===== config.mk =====
export PLATFORM = sky130hd
export DESIGN_NAME = tick_scheduler
export DESIGN_NICKNAME = d
export VERILOG_FILES = /design/src/rtl/tick_scheduler.sv
export SDC_FILE = /design/constraint.sdc
export NUM_CORES = 1
export LEC_CHECK = 0
export ABC_AREA = 1
export ABC_CLOCK_PERIOD_IN_PS = 1900
export BUFFER_PORTS_ARGS = -buffer_cell sky130_fd_sc_hd__buf_4
export CORE_ASPECT_RATIO = 0.7
export CORE_MARGIN = 8
export CORE_UTILIZATION = 45
export CTS_BUF_LIST = sky130_fd_sc_hd__clkbuf_8 sky130_fd_sc_hd__clkbuf_16
export CTS_CLUSTER_DIAMETER = 100
export CTS_CLUSTER_SIZE = 16
export DETAILED_ROUTE_END_ITERATION = 6
export PLACE_DENSITY = 0.71
export SLEW_MARGIN = 5
export SYNTH_ARGS = -nofsm -noshare
export SYNTH_HDL_FRONTEND = slang
export SYNTH_SLANG_ARGS = --single-unit

===== constraint.sdc =====
create_clock -name clk -period 1.9 [get_ports clk]
set_input_delay 0.285 -clock clk [delete_from_list [all_inputs] [get_ports clk]]
set_output_delay 0.285 -clock clk [all_outputs]
set_load 0.005 [all_outputs]

===== src/rtl/tick_scheduler.sv =====
`default_nettype none
// ============================================================================
// Module      : tick_scheduler
// Description : NUM_CH countdown timers advanced by a shared tick; expiries are
//               queued as pending bits and presented one at a time, round robin.
// Revision    : 1.0 - initial release
// ============================================================================
module tick_scheduler #(
    parameter int NUM_CH = 4,
    parameter int CNT_W  = 8,
    localparam int CH_W  = (NUM_CH > 1) ? $clog2(NUM_CH) : 1
) (
    input  logic              clk,
    input  logic              reset,
    input  logic              tick,
    input  logic              req_valid,
    input  logic [CH_W-1:0]   req_ch,
    input  logic [CNT_W-1:0]  req_count,
    output logic              req_ready,
    output logic [NUM_CH-1:0] busy,
    output logic              evt_valid,
    output logic [CH_W-1:0]   evt_ch,
    input  logic              evt_ready,
    output logic [NUM_CH-1:0] overrun
);

    typedef enum logic [0:0] {
        ST_IDLE    = 1'b0,
        ST_PRESENT = 1'b1
    } state_t;

    state_t             r_state;
    state_t             w_state_next;
    logic [CH_W-1:0]    r_evt_ch;
    logic [CH_W-1:0]    w_evt_ch_next;
    logic [CH_W-1:0]    r_rr_start;
    logic [CH_W-1:0]    w_rr_start_next;
    logic [CH_W-1:0]    w_search_start;
    logic [CH_W-1:0]    w_win_ch;
    logic               w_win_found;
    logic [NUM_CH-1:0]  r_busy;
    logic [NUM_CH-1:0]  r_pending;
    logic [NUM_CH-1:0]  r_overrun;
    logic [NUM_CH-1:0]  w_arm;
    logic [NUM_CH-1:0]  w_expire;
    logic [NUM_CH-1:0]  w_clear;
    logic [NUM_CH-1:0]  w_search;
    logic [CNT_W-1:0]   r_cnt [NUM_CH];
    logic [CNT_W-1:0]   w_load;
    logic               w_req_in_range;
    logic               w_handshake;

    assign w_req_in_range = ({1'b0, req_ch} < (CH_W+1)'(NUM_CH));
    assign req_ready      = w_req_in_range && !r_busy[req_ch];
    assign w_load         = (req_count == '0) ? CNT_W'(1) : req_count;
    assign w_handshake    = (r_state == ST_PRESENT) && evt_ready;

    assign busy      = r_busy;
    assign overrun   = r_overrun;
    assign evt_valid = (r_state == ST_PRESENT);
    assign evt_ch    = r_evt_ch;

    for (genvar i = 0; i < NUM_CH; i++) begin : g_ch
        assign w_arm[i]    = req_valid && req_ready && (req_ch == CH_W'(i));
        assign w_expire[i] = tick && r_busy[i] && (r_cnt[i] == CNT_W'(1));
        assign w_clear[i]  = w_handshake && (r_evt_ch == CH_W'(i));
    end

    // An arm only targets an idle channel, so it never competes with a tick.
    always_ff @(posedge clk) begin
        if (reset) begin
            r_busy <= '0;
            for (int i = 0; i < NUM_CH; i++) begin
                r_cnt[i] <= '0;
            end
        end else begin
            for (int i = 0; i < NUM_CH; i++) begin
                if (w_arm[i]) begin
                    r_cnt[i]  <= w_load;
                    r_busy[i] <= 1'b1;
                end else if (tick && r_busy[i]) begin
                    if (w_expire[i]) begin
                        r_cnt[i]  <= '0;
                        r_busy[i] <= 1'b0;
                    end else begin
                        r_cnt[i]  <= r_cnt[i] - 1'b1;
                    end
                end
            end
        end
    end

    // A fresh expiry of the channel being acknowledged re-arms its pending bit.
    always_ff @(posedge clk) begin
        if (reset) begin
            r_pending <= '0;
            r_overrun <= '0;
        end else begin
            r_pending <= (r_pending & ~w_clear) | w_expire;
            r_overrun <= r_overrun | (w_expire & r_pending & ~w_clear);
        end
    end

    assign w_search       = r_pending & ~w_clear;
    assign w_search_start = !w_handshake ? r_rr_start :
                            (r_evt_ch == CH_W'(NUM_CH - 1)) ? '0 : r_evt_ch + 1'b1;

    always_comb begin
        logic [CH_W-1:0] idx;
        w_win_found = 1'b0;
        w_win_ch    = '0;
        idx         = w_search_start;
        for (int k = 0; k < NUM_CH; k++) begin
            if (!w_win_found && w_search[idx]) begin
                w_win_found = 1'b1;
                w_win_ch    = idx;
            end
            idx = (idx == CH_W'(NUM_CH - 1)) ? '0 : idx + 1'b1;
        end
    end

    always_comb begin
        w_state_next    = r_state;
        w_evt_ch_next   = r_evt_ch;
        w_rr_start_next = r_rr_start;
        case (r_state)
            ST_IDLE: begin
                if (|r_pending) begin
                    w_state_next  = ST_PRESENT;
                    w_evt_ch_next = w_win_ch;
                end
            end
            ST_PRESENT: begin
                if (evt_ready) begin
                    w_rr_start_next = w_search_start;
                    if (w_win_found) begin
                        w_evt_ch_next = w_win_ch;
                    end else begin
                        w_state_next  = ST_IDLE;
                    end
                end
            end
            default: w_state_next = ST_IDLE;
        endcase
    end

    always_ff @(posedge clk) begin
        if (reset) begin
            r_state    <= ST_IDLE;
            r_evt_ch   <= '0;
            r_rr_start <= '0;
        end else begin
            r_state    <= w_state_next;
            r_evt_ch   <= w_evt_ch_next;
            r_rr_start <= w_rr_start_next;
        end
    end

endmodule
`default_nettype wire


# Word-level counts from Yosys, hierarchy flattened
# Memories as Yosys holds them, arrays and structs flattened.
# Index checks and enable logic that the tools add are counted.
[totals] mem_count=1 inputBits=15 wordCells=211 out_inout_bits=12 reg_bits=17 ram_bits=32
[op_classes] bitwise_logic=19 n_lt_le_gt_ge=5 n_reduce_logical=43 n_addsub=8 n_eq_ne=16 mux=110
[mem_list] name="r_cnt" depth=4 word_bits=8 read_ports=4 rd_ports_with_merged_regs=0 wr=4 line_no="48" rtl="logic [CNT_W-1:0] r_cnt [NUM_CH];"
[op_table] operator="$mux 8" count=13
[op_table] operator="$mux 1" count=78
[op_table] operator="$eq 8x1->1 const B" count=4
[op_table] operator="$sub 8x1->8 const B" count=4
[op_table] operator="$mux 2" count=12
[op_table] operator="$logic_and 1x1->1" count=21
[op_table] operator="$reduce_bool 2->1" count=8
[op_table] operator="$lt 2x3->1 const B" count=5
[op_table] operator="$eq 2x2->1 const B" count=7
[op_table] operator="$and 4x4->4" count=3
[op_table] operator="$or 1x1->1" count=12
[op_table] operator="$bmux 1 s2" count=5
[op_table] operator="$reduce_and 2->1" count=5
[op_table] operator="$add 2x1->2 const B" count=4
[op_table] operator="$logic_not 8->1" count=1
[op_table] operator="$or 4x4->4" count=2
[op_table] operator="$eq 2x1->1 const B" count=2
[op_table] operator="$logic_not 1->1" count=4
[op_table] operator="$logic_not 2->1" count=2
[op_table] operator="$ne 2x2->1 const B" count=2
[op_table] operator="$not 4->4" count=1
[op_table] operator="$pmux 2 s2" count=1
[op_table] operator="$reduce_or 4->1" count=1
[op_table] operator="$reduce_and 3->1" count=1
[op_table] operator="other kinds (3)" count=3

# Depth between registers and ports, before layout
# Gate-level depths: netlist of run 1.
[logic_depth] depth_word=19 ltp_mapped=15 mapped_depth_nobuf=15

# Least setup slack after synthesis of run 1
# No wires, ideal clock.
[synth_timing] path_kind="flip-flop to flip-flop" start="memory r_cnt[2][1]" end="memory r_cnt[2][0] (enable)" required_ns=1.571 arrival_ns=1.625 stages_incl_launch_ff=9 period_less_slack_ns=1.954 path_slack_ns=-0.054 n_path_buf=0 setup_time_ns=0.329 cell_sequence="edfxtp_1 -> inv_1 -> ha_1 -> inv_1 -> nor4_1 -> nand3_1 -> nor2_1 -> nor3_2 -> nand2_1"
[synth_lines] item="start, declared" line_no="48"

==> results of run 1 <==
logic make-up (layout without fill, tap and decap cells):
family	count (synthesis)	after routing	share of synthesized area [%]
fa+ha+maj	12	12	4.58
xor+xnor	17	17	4.54
flops	49	49	39.7
compound gates	51	51	9.61
simple gates	233	233	33.0
buf+inv	71	134	8.58
power groups by stage:
stage / combinational (uW) / sequential [uW] / clock [uW]
6_report: 1400 / 1340 / 663
5_1_grt: 1560 / 1350 / 716
3_5_place_dp: 1200 / 1340 / 0
3_3_place_gp: 1180 / 1340 / 0
4_1_cts: 1240 / 1320 / 672
2_1_floorplan: 896 / 1330 / 0
through the flow:
step           instance area [um^2]  instances  hold slack [ns]
4_1_cts                        3920        587            0.284
3_3_place_gp                   3770        577            0.453
6_report                       4050        594            0.307
5_1_grt                        4050        594            0.306
3_5_place_dp                   3770        577            0.455
2_1_floorplan                  3280        433            0.452
registers in the layout (all words and copies together), names as in the netlist:
register and count:
overrun 4, evt_ch 2, r_rr_start 2, evt_valid 1
busy 4, r_pending 4, r_cnt 32
repair_timing:
item / 4_1_cts / 5_1_grt
pin swaps: 2 / 17
resized for setup: 7 / 25
hold buffers: 0 / 0
setup endpoints to repair: 15 / 21
buffers inserted: 2 / 7
routing by layer:
metal  routed length, um  up-vias  global-route usage [%]
met5                   0        -                       0
met4                 108        0                    4.28
met3                 365       12                    3.04
met2                3820       62                    26.3
met1                4030     1386                    21.2
li1                    -     1529                       -
synth_stat cells:
library cell	n	area [um^2]
sky130_fd_sc_hd__nand2_1	92	345
sky130_fd_sc_hd__nor2_1	66	248
sky130_fd_sc_hd__inv_1	65	244
sky130_fd_sc_hd__edfxtp_1	32	961
sky130_fd_sc_hd__nand3_1	28	140
sky130_fd_sc_hd__dfxtp_1	17	340
sky130_fd_sc_hd__o21ai_0	16	80.1
sky130_fd_sc_hd__a21oi_1	13	65.1
sky130_fd_sc_hd__ha_1	12	150
sky130_fd_sc_hd__nand2_2	10	62.6
sky130_fd_sc_hd__nor3_1	10	50.1
sky130_fd_sc_hd__o22ai_1	10	62.6
sky130_fd_sc_hd__xor2_1	9	78.8
sky130_fd_sc_hd__xnor2_1	8	70.1
sky130_fd_sc_hd__a22oi_1	7	52.6
sky130_fd_sc_hd__nand2_4	6	67.6
sky130_fd_sc_hd__nand4_1	5	31.3
sky130_fd_sc_hd__clkbuf_1	4	15.0
sky130_fd_sc_hd__nand3_2	4	40.0
sky130_fd_sc_hd__nor4_1	4	25.0
sky130_fd_sc_hd__or2_2	3	18.8
sky130_fd_sc_hd__nor2_2	2	12.5
sky130_fd_sc_hd__a21boi_0	1	7.51
sky130_fd_sc_hd__a221oi_4	1	26.3
sky130_fd_sc_hd__clkbuf_8	1	13.8
sky130_fd_sc_hd__clkinv_4	1	8.76
sky130_fd_sc_hd__nand2_8	1	20.0
sky130_fd_sc_hd__nor2_4	1	11.3
sky130_fd_sc_hd__nor3_2	1	10.0
sky130_fd_sc_hd__o21a_1	1	7.51
sky130_fd_sc_hd__o21ai_1	1	5.00
sky130_fd_sc_hd__o21ai_2	1	8.76
area by class of cell:
type	count	area, um^2
fillers	682	3140
multi-input cells	313	1800
flip-flops and latches	49	1310
repair buffers	60	467
inverters	66	253
well taps	98	123
clock buffers	6	82.6
clock inverters	2	13.8
worst min path at each step:
stage,startpoint,endpoint,slack (ns)
2_1_floorplan,overrun[0],overrun[0],0.45
3_3_place_gp,overrun[1],overrun[1],0.45
3_5_place_dp,overrun[3],overrun[3],0.46
4_1_cts,reset,r_rr_start[1],0.28
5_1_grt,reset,busy[2],0.31
6_report,reset,busy[0],0.31
==> results by stage, run 1 <==
Clock tree:
- CTS built an H-tree with a depth of 2.
- The cell at the root of the clock tree is sky130_fd_sc_hd__clkbuf_8.
- The tree built by TritonCTS fans out to 49 sinks.
- The clock reaches the later pin of the worst-skew pair after between 0.3 and 0.4 ns.
- The CTS clock-pin slew for the worst setup and hold paths is 0.09 ns.
- No sink is reached through more buffers than the 2 on the longest clock path.
- Buffers inserted during clock tree synthesis total 5.
- TritonCTS built the clock tree.

Final layout:
- Cells fill 56.3% of the core in the end.
- Compared with the post-synthesis result, the final layout area differs by 23.5%.
- The library cell used most frequently in the layout, excluding fill and tap cells, is sky130_fd_sc_hd__nand2_1.
- Leaving out fill and tap cells, the most frequent cells in the layout are sky130_fd_sc_hd__nand2_1, sky130_fd_sc_hd__nor2_1, sky130_fd_sc_hd__inv_1.
- The antenna diode count is 0.
- Cells with a size suffix above 1 make up 25.0% of the layout.
- In the final design database the tool counted 522 nets.

Power:
- The switching part of the total is 38.3%.
- The share of total power in the clock network is 19.5%.
- In this run the power spent charging and discharging nets is 1300 uW.
- The total power density per cell area is 838 nW/um^2.
- The sequential fraction of design power is 39.4%.
- The post-layout total power is 3390 uW.
- The internal power summed over all cells is 2100 uW.
- The static leakage is 0.00188 uW.
- The logic gate share of total power is between 40% and 50%.
- The worst-case vdd ir drop is 0.564 mV.

Synthesis:
- After synthesis the cells add up to 3280 um^2.
- The Yosys step of the flow raised 0 warnings.
- The sequential area share after synthesis is 39.7%.
- The synthesized flop and latch total is 49.
- The number of nets produced by synthesis is 460.
- Each instance of the synthesized netlist takes up on average ~7.6 um^2.
- The gate count of the mapped netlist is 433.
- The number of distinct library cells after synthesis is 32.

STA:
- The count of pins over their slew limit was 0.
- Setup violations remaining at the end of the flow were counted as 11.
- Setup repair after global routing could not meet its margin everywhere.
- The pin slew with the least headroom to its limit is 0.454 ns.
- The count of endpoints failing hold in the final timing report is 0.
- In this run the tightest slew margin relative to its limit is 69.4%.
- The achievable frequency is around 520 MHz.
- For the final routed database, the setup TNS stands at -0.0726 ns.
- The worst clock skew on the final layout is 0.0152 ns.
- After layout, the worst setup slack is -0.0246 ns.
- The final clock period utilization by the worst path is 101%.
- The post-layout minimum cycle time is 1.92 ns.

Setup path:
- The worst reg2reg path startpoint is r_cnt[2][3].
- On the critical path, the stage with the largest delay is an instance of sky130_fd_sc_hd__edfxtp_1.
- Of all nets on the critical path, the largest fanout is 3.
- The worst setup path is launched from a register.
- The worst path arrival time is 2.00 ns.
- The cell depth of the worst flop-to-flop path is 9.
- Grouping stages by cell kind, the critical path spends the most delay in simple AND/OR/NAND/NOR gates.
- The combined buffer and inverter count along the critical path is 1.
- The worst register-to-register path has a setup slack of -0.02 ns.
- The end of the critical path is r_cnt[2][4].
- In this design, the stage delay of the slowest critical-path cell is 0.41 ns.
- The capture instance of the worst register-to-register path is r_cnt[2][4].
- The signal on the critical path passes through nor2_2 > nand2_2 > nor4_4 > nand3_2 > nor2_4 > buf_6 > nor3_2 > a21oi_1 > nor2_1.
- The data required time at the worst endpoint is 1.97 ns.
- The number of cells on the critical path is 9.
- The worst setup path is of the register to register kind.
- The critical path starts at r_cnt[2][3].
- The sort of element at the end of the critical path is a register.

Worst hold path:
- The worst hold path was traced through 2 stages.
- The path class of the tightest hold or removal check is input pin to register.

Outcome:
- The final reports fail on negative setup slack.
- The flow ran to the end, but the final reports show violations.

Global routing:
- The pin count of the biggest net entering global routing is 18.
- The total overflow reported by the global router is 0.
- The via count of the first global-routing pass came to 2,910.
- The wire length of the first global-routing pass is around 14,000 um.
- The number of antenna violations at the first check in global routing is 0.
- Across every metal layer, demand over resource in global routing totals 16.0%.

Placed design:
- At the placement stage, the worst setup path has a slack of -0.150 ns.
- The count of buffers added on input and output ports is 26.
- After legalization and detailed placement, the total HPWL measured 6280 um.
- The congestion estimate from routability-driven global placement came to 0.912.

Drt:
- The starting DRC count in detailed routing is 201.
- The first TritonRoute pass finished after 4 iterations.
- In the routed design, unresolved DRC markers number 0.
- After detailed routing, the average wire length per cell comes to approximately 14 um.
- The via count is 2,989.
- The via density per instance is 5.03.
- The number of nets still failing antenna checks after routing is 0.
- The wire length reported by the detailed router is approximately 8300 um.

Die:
- The area enclosed by the die boundary is 10,300 um^2.
- Measured along the x axis, the die boundary spans 118 um.
- The number of primary I/O pins is 27.
- The cell row count is 26.
- After floorplanning, the core was sized to cover 7190 um^2.
- Once the floorplan was initialized, standard cells occupied 45.6% of the core.
- The die is 87.4 um tall.

Job:
- The number of max-cap violations is 0.
Power figures use the tool's default switching activity.
==> run 2, diff against run 1 <==
--- a/config.mk
+++ b/config.mk
@@ -5,7 +5,6 @@
 export SDC_FILE = /design/constraint.sdc
 export NUM_CORES = 1
 export LEC_CHECK = 0
-export ABC_AREA = 1
 export ABC_CLOCK_PERIOD_IN_PS = 1900
 export BUFFER_PORTS_ARGS = -buffer_cell sky130_fd_sc_hd__buf_4
 export CORE_ASPECT_RATIO = 0.7
@@ -15,7 +14,7 @@
 export CTS_CLUSTER_DIAMETER = 100
 export CTS_CLUSTER_SIZE = 16
 export DETAILED_ROUTE_END_ITERATION = 6
-export PLACE_DENSITY = 0.71
+export PLACE_DENSITY = 0.72
 export SLEW_MARGIN = 5
 export SYNTH_ARGS = -nofsm -noshare
 export SYNTH_HDL_FRONTEND = slang
==> results by stage, run 2 <==
Setup path:
- The cell with the largest stage delay on the worst path is sky130_fd_sc_hd__or4_4.
- The cell depth of the worst flop-to-flop path was 6 (-3).
- The launching element of the worst setup path is r_cnt[0][4].
- The sort of element at the end of the critical path is a register.
- The slack of the worst reg-to-reg path came to 0.005 ns (+0.03 ns).
- The highest net fanout along the worst path came to 3 (unchanged).
- The worst path arrival time was 2.16 ns (+0.16 ns).
- Traced cell by cell, the critical path runs through or4_4 > nor4b_4 > buf_4 > nand3_4 > o21ba_4 > nor2_2.
- The type of the worst setup path is register to register.
- The data required time at the worst endpoint is 2.16 ns (+0.19 ns).
- The largest stage delay on the critical path was 0.57 ns (+0.16 ns).
- The worst reg2reg path startpoint is r_cnt[0][4].
- The worst setup path is launched from a register.
- The capture instance of the worst register-to-register path is overrun[0].

Synthesis:
- The largest total area in the synthesized netlist belongs to sky130_fd_sc_hd__edfxtp_1.
- The number of synthesis warnings was 0 (unchanged).
- By count the netlist is led by sky130_fd_sc_hd__nor2_1, sky130_fd_sc_hd__edfxtp_1, sky130_fd_sc_hd__nand2_1.
- The average size of a mapped cell is 9.19 um^2 (+21%).
- Sorting the synthesized cells by area gives the leading types as sky130_fd_sc_hd__edfxtp_1, sky130_fd_sc_hd__dfxtp_1, sky130_fd_sc_hd__nor2_1.
- The sequential area share after synthesis is 44.1% (+4.4 points).
- The area fraction of the dominant cell type after synthesis came to 32.6% (+3.3 points).
- The number of enable-type register cells in the synthesized netlist is 32 (unchanged).
- The number of distinct library cells after synthesis is 56 (+75%).
- In the post-synthesis netlist, the cell with the most instances is sky130_fd_sc_hd__nor2_1.
- The top flip-flop cell by instance count after synthesis is sky130_fd_sc_hd__edfxtp_1.
- The synthesized flop and latch total is 49 (unchanged).
- The share of async-settable or async-resettable flops after synthesis is 0% (unchanged).
- The post-synthesis instance area is 2950 um^2 (-10%).
- The number of nets produced by synthesis is 348 (-24%).
- The gate count of the mapped netlist was 321 (-26%).

STA:
- The count of pins over their slew limit is 0 (unchanged).
- The pin slew with the least headroom to its limit is 0.422 ns (-0.0320 ns).
- The count of endpoints failing hold in the final timing report is 0 (unchanged).
- Setup repair after global routing could not meet its margin everywhere.
- The final clock period utilization by the worst path came to 99.7% (-1.6 points).
- The achievable frequency is 528 MHz (+1.6%).
- The worst relative slew slack was 71.7% (+2.3 points).
- The number of setup violations in the final report is 0 (-11).
- The worst clock skew on the final layout was 0.0157 ns (+0.000491 ns).
- The post-layout minimum cycle time was 1.89 ns (-0.0300 ns).
- The worst hold slack after final layout is 0.280 ns (-0.0265 ns).

Drt:
- The via count is 2,493 (-17%).
- The wire length on met1 came to 3380 um (-16%).
- The remaining routing DRC violations was 0 (unchanged).
- The detailed-routed wire length on met2 is 3310 um (-13%).
- The number of nets still failing antenna checks after routing is 0 (unchanged).
- The iteration count of the initial detailed-routing pass was 5 (+1).
- The average detailed-routed wire length per instance came to 16.2 um (+16%).
- The starting DRC count in detailed routing is 258 (+28%).
- The wire length reported by the detailed router is 7230 um (-13%).
- The via density per instance was 5.59 (+11%).
- The met3 wire length is 466 um (+28%).
- The highest layer touched by signal routing is met4.

Power:
- The internal power summed over all cells is 1630 uW (-22%).
- The logic gate share of total power came to 17.0% (-24 points).
- The total power density per cell area is 639 nW/um^2 (-24%).
- The worst-case vdd ir drop is 0.534 mV (-5.4%).
- The switching part of the total is 27.6% (-11 points).
- The static leakage is 0.00137 uW (-27%).
- The net load switching power is 620 uW (-52%).
- The share of total power in the clock network is 27.5% (+8.0 points).
- The sequential fraction of design power was 55.5% (+16 points).
- The post-layout total power came to 2250 uW (-34%).

Final layout:
- The design area came to 3510 um^2 (-13%).
- The net total in the final layout came to 394 (-25%).
- The count of fill cells added during filler insertion is 547 (-20%).
- The antenna diode count is 0 (unchanged).
- The register ranked first by flip-flop count is r_cnt.
- The fraction of final layout cells with drive strength greater than 1 is 20.9% (-4.1 points).
- The signed area change from the synthesized netlist to the final layout is 19.1%.
- The number of flip-flops under the largest register name was 32 (unchanged).
- The library cells used most frequently in the layout, excluding fill and tap cells, are sky130_fd_sc_hd__buf_4, sky130_fd_sc_hd__nor2_1, sky130_fd_sc_hd__nand2_1, sky130_fd_sc_hd__edfxtp_1.
- The commonest non-fill, non-tap cell in the layout is sky130_fd_sc_hd__buf_4.
- The count of placed standard cells in the final layout, fillers left out is 446 (-25%).

Die:
- The die outline height is 83.8 um (-4.2%).
- The horizontal die dimension came to 113 um (-4.4%).
- The core box area came to 6280 um^2 (-13%).
- The number of primary I/O pins is 27 (unchanged).
- The area enclosed by the die boundary is 9450 um^2 (-8.4%).
- The initial cell density of the core is 47.0% (+1.4 points).
- The cell row count is 24 (-7.7%).

Placed design:
- The cell count after placement is 435 (-25%).
- The quantity of I/O buffers inserted on ports is 26 (unchanged).
- The routability congestion estimate is 0.934 (+2.5%).
- The detailed placer's ending HPWL is 5320 um (-15%).
- The placed instance area was 3340 um^2 (-11%).

Clock tree:
- The number of buffers inserted for hold repair after clock tree synthesis is 0 (unchanged).
- The worst-skew pair later-pin latency is 0.31 ns (about the same).
- The clock sink count is 49 (unchanged).
- The total CTS buffers was 5 (unchanged).
- The number of H-tree levels is 2 (unchanged).
- The buffer levels on the longest clock path is 2 (unchanged).
- TritonCTS built the clock tree.
- The tree is rooted in a sky130_fd_sc_hd__clkbuf_8.
- The CTS clock-pin slew for the worst setup and hold paths is 0.10 ns (about the same).

Worst hold path:
- The path class of the tightest hold or removal check is input pin to register.
- The cell depth of the worst min-delay path is 3 (+1).
- The startpoint of the worst hold path is req_count[1].
- For hold timing, the worst endpoint is r_cnt[3][1].

Global routing:
- The total global-route track usage is 15.3% (-0.77 points).
- The number of antenna violations at the first check in global routing was 0 (unchanged).
- The total overflow reported by the global router is 0 (unchanged).
- The wire length of the first global-routing pass is 11,500 um (-15%).
- The via count of the first global-routing pass is 2,315 (-20%).
- The pin count of the biggest net entering global routing is 42 (+24).

Outcome:
- The run finished with clean final reports.

Job:
- The number of max-cap violations is 0 (unchanged).
## run 2: cell types whose count changed after synthesis, moves of 4 or more
cell / before / now
sky130_fd_sc_hd__nor2_1: 66 / 48
sky130_fd_sc_hd__xnor2_1: 8 / 12
sky130_fd_sc_hd__nand2_1: 92 / 32
sky130_fd_sc_hd__or3_1: 0 / 4
sky130_fd_sc_hd__a21oi_1: 13 / 17
sky130_fd_sc_hd__nand2_2: 10 / 0
sky130_fd_sc_hd__nand2_4: 6 / 0
sky130_fd_sc_hd__nand2b_1: 0 / 9
sky130_fd_sc_hd__nand3_1: 28 / 9
sky130_fd_sc_hd__inv_1: 65 / 15
## run 2: stage by stage
step	util [%]	setup WS [ns]	TNS, ns
6_report	56.0	0.00536	0
5_1_grt	56.0	-0.0625	-0.389
4_1_cts	54.7	0.0197	0
3_5_place_dp	53.3	-0.0338	-0.102
3_3_place_gp	53.3	0.0170	0
2_1_floorplan	-	0.0844	0
## run 2: final cells by class
cell class | count | area, um^2 | share of cell area (%)
multi-input combinational | 249 | 1620 | 46.1
sequential | 49 | 1300 | 37.0
timing repair buffer | 47 | 353 | 10.0
tap | 78 | 97.6 | 2.78
clock buffer | 5 | 68.8 | 1.96
inverter | 15 | 56.3 | 1.60
clock inverter | 3 | 17.5 | 0.498
## run 2: cells by family (layout without fill, tap and decap cells)
group,after synthesis,count (layout),synth area share [%]
muxes,4,4,1.40
adders and majority gates,12,12,5.09
buffers and inverters,23,70,3.09
DFF,49,49,44.1
xor gates and xnor gates,20,20,5.93
AOI/OAI and AO/OA,65,65,14.2
and+or+nand+nor,148,148,26.2
## run 2: worst max path at each step
| stage | to | slack [ns] | depth (start not counted) |
|---|---|---|---|
| 2_1_floorplan | r_cnt[3][2] | 0.08 | 5 |
| 3_3_place_gp | r_cnt[3][4] | 0.02 | 4 |
| 3_5_place_dp | r_cnt[3][5] | -0.03 | 4 |
| 4_1_cts | r_cnt[2][7] | 0.02 | 5 |
| 5_1_grt | overrun[0] | -0.06 | 6 |
| 6_report | overrun[0] | 0.005 | 6 |
## run 2: power by group through the flow
stage                     sequential [uW]  clock (uW)  combinational, uW
final                                1250         618                381
after global routing                 1250         674                421
after CTS                            1240         634                362
after detailed placement             1270           0                358
after global placement               1260           0                355
after floorplan                      1260           0                226
## run 2: repair_timing
item                                    in CTS  in global routing
buffers inserted                             0                  3
gates resized for setup                      1                 11
pin swaps                                    0                  6
endpoints found under the setup margin       7                 23
hold endpoints to repair                     0                  0
## run 2: worst max-delay path, delay by kind of cell (launching register included)
| family | cells | cell delay (ns) |
|---|---|---|
| buf+inv | 1 | 0.18 |
| compound gates | 1 | 0.22 |
| flops | 1 | 0.40 |
| simple gates | 4 | 1.05 |
## run 2: routing by layer
layer / vias to the layer above / track usage [%]
met2: 95 / 23.7
li1: 1254 / -
met4: 0 / 5.37
met5: - / 0
met1: 1135 / 20.2
met3: 9 / 3.47
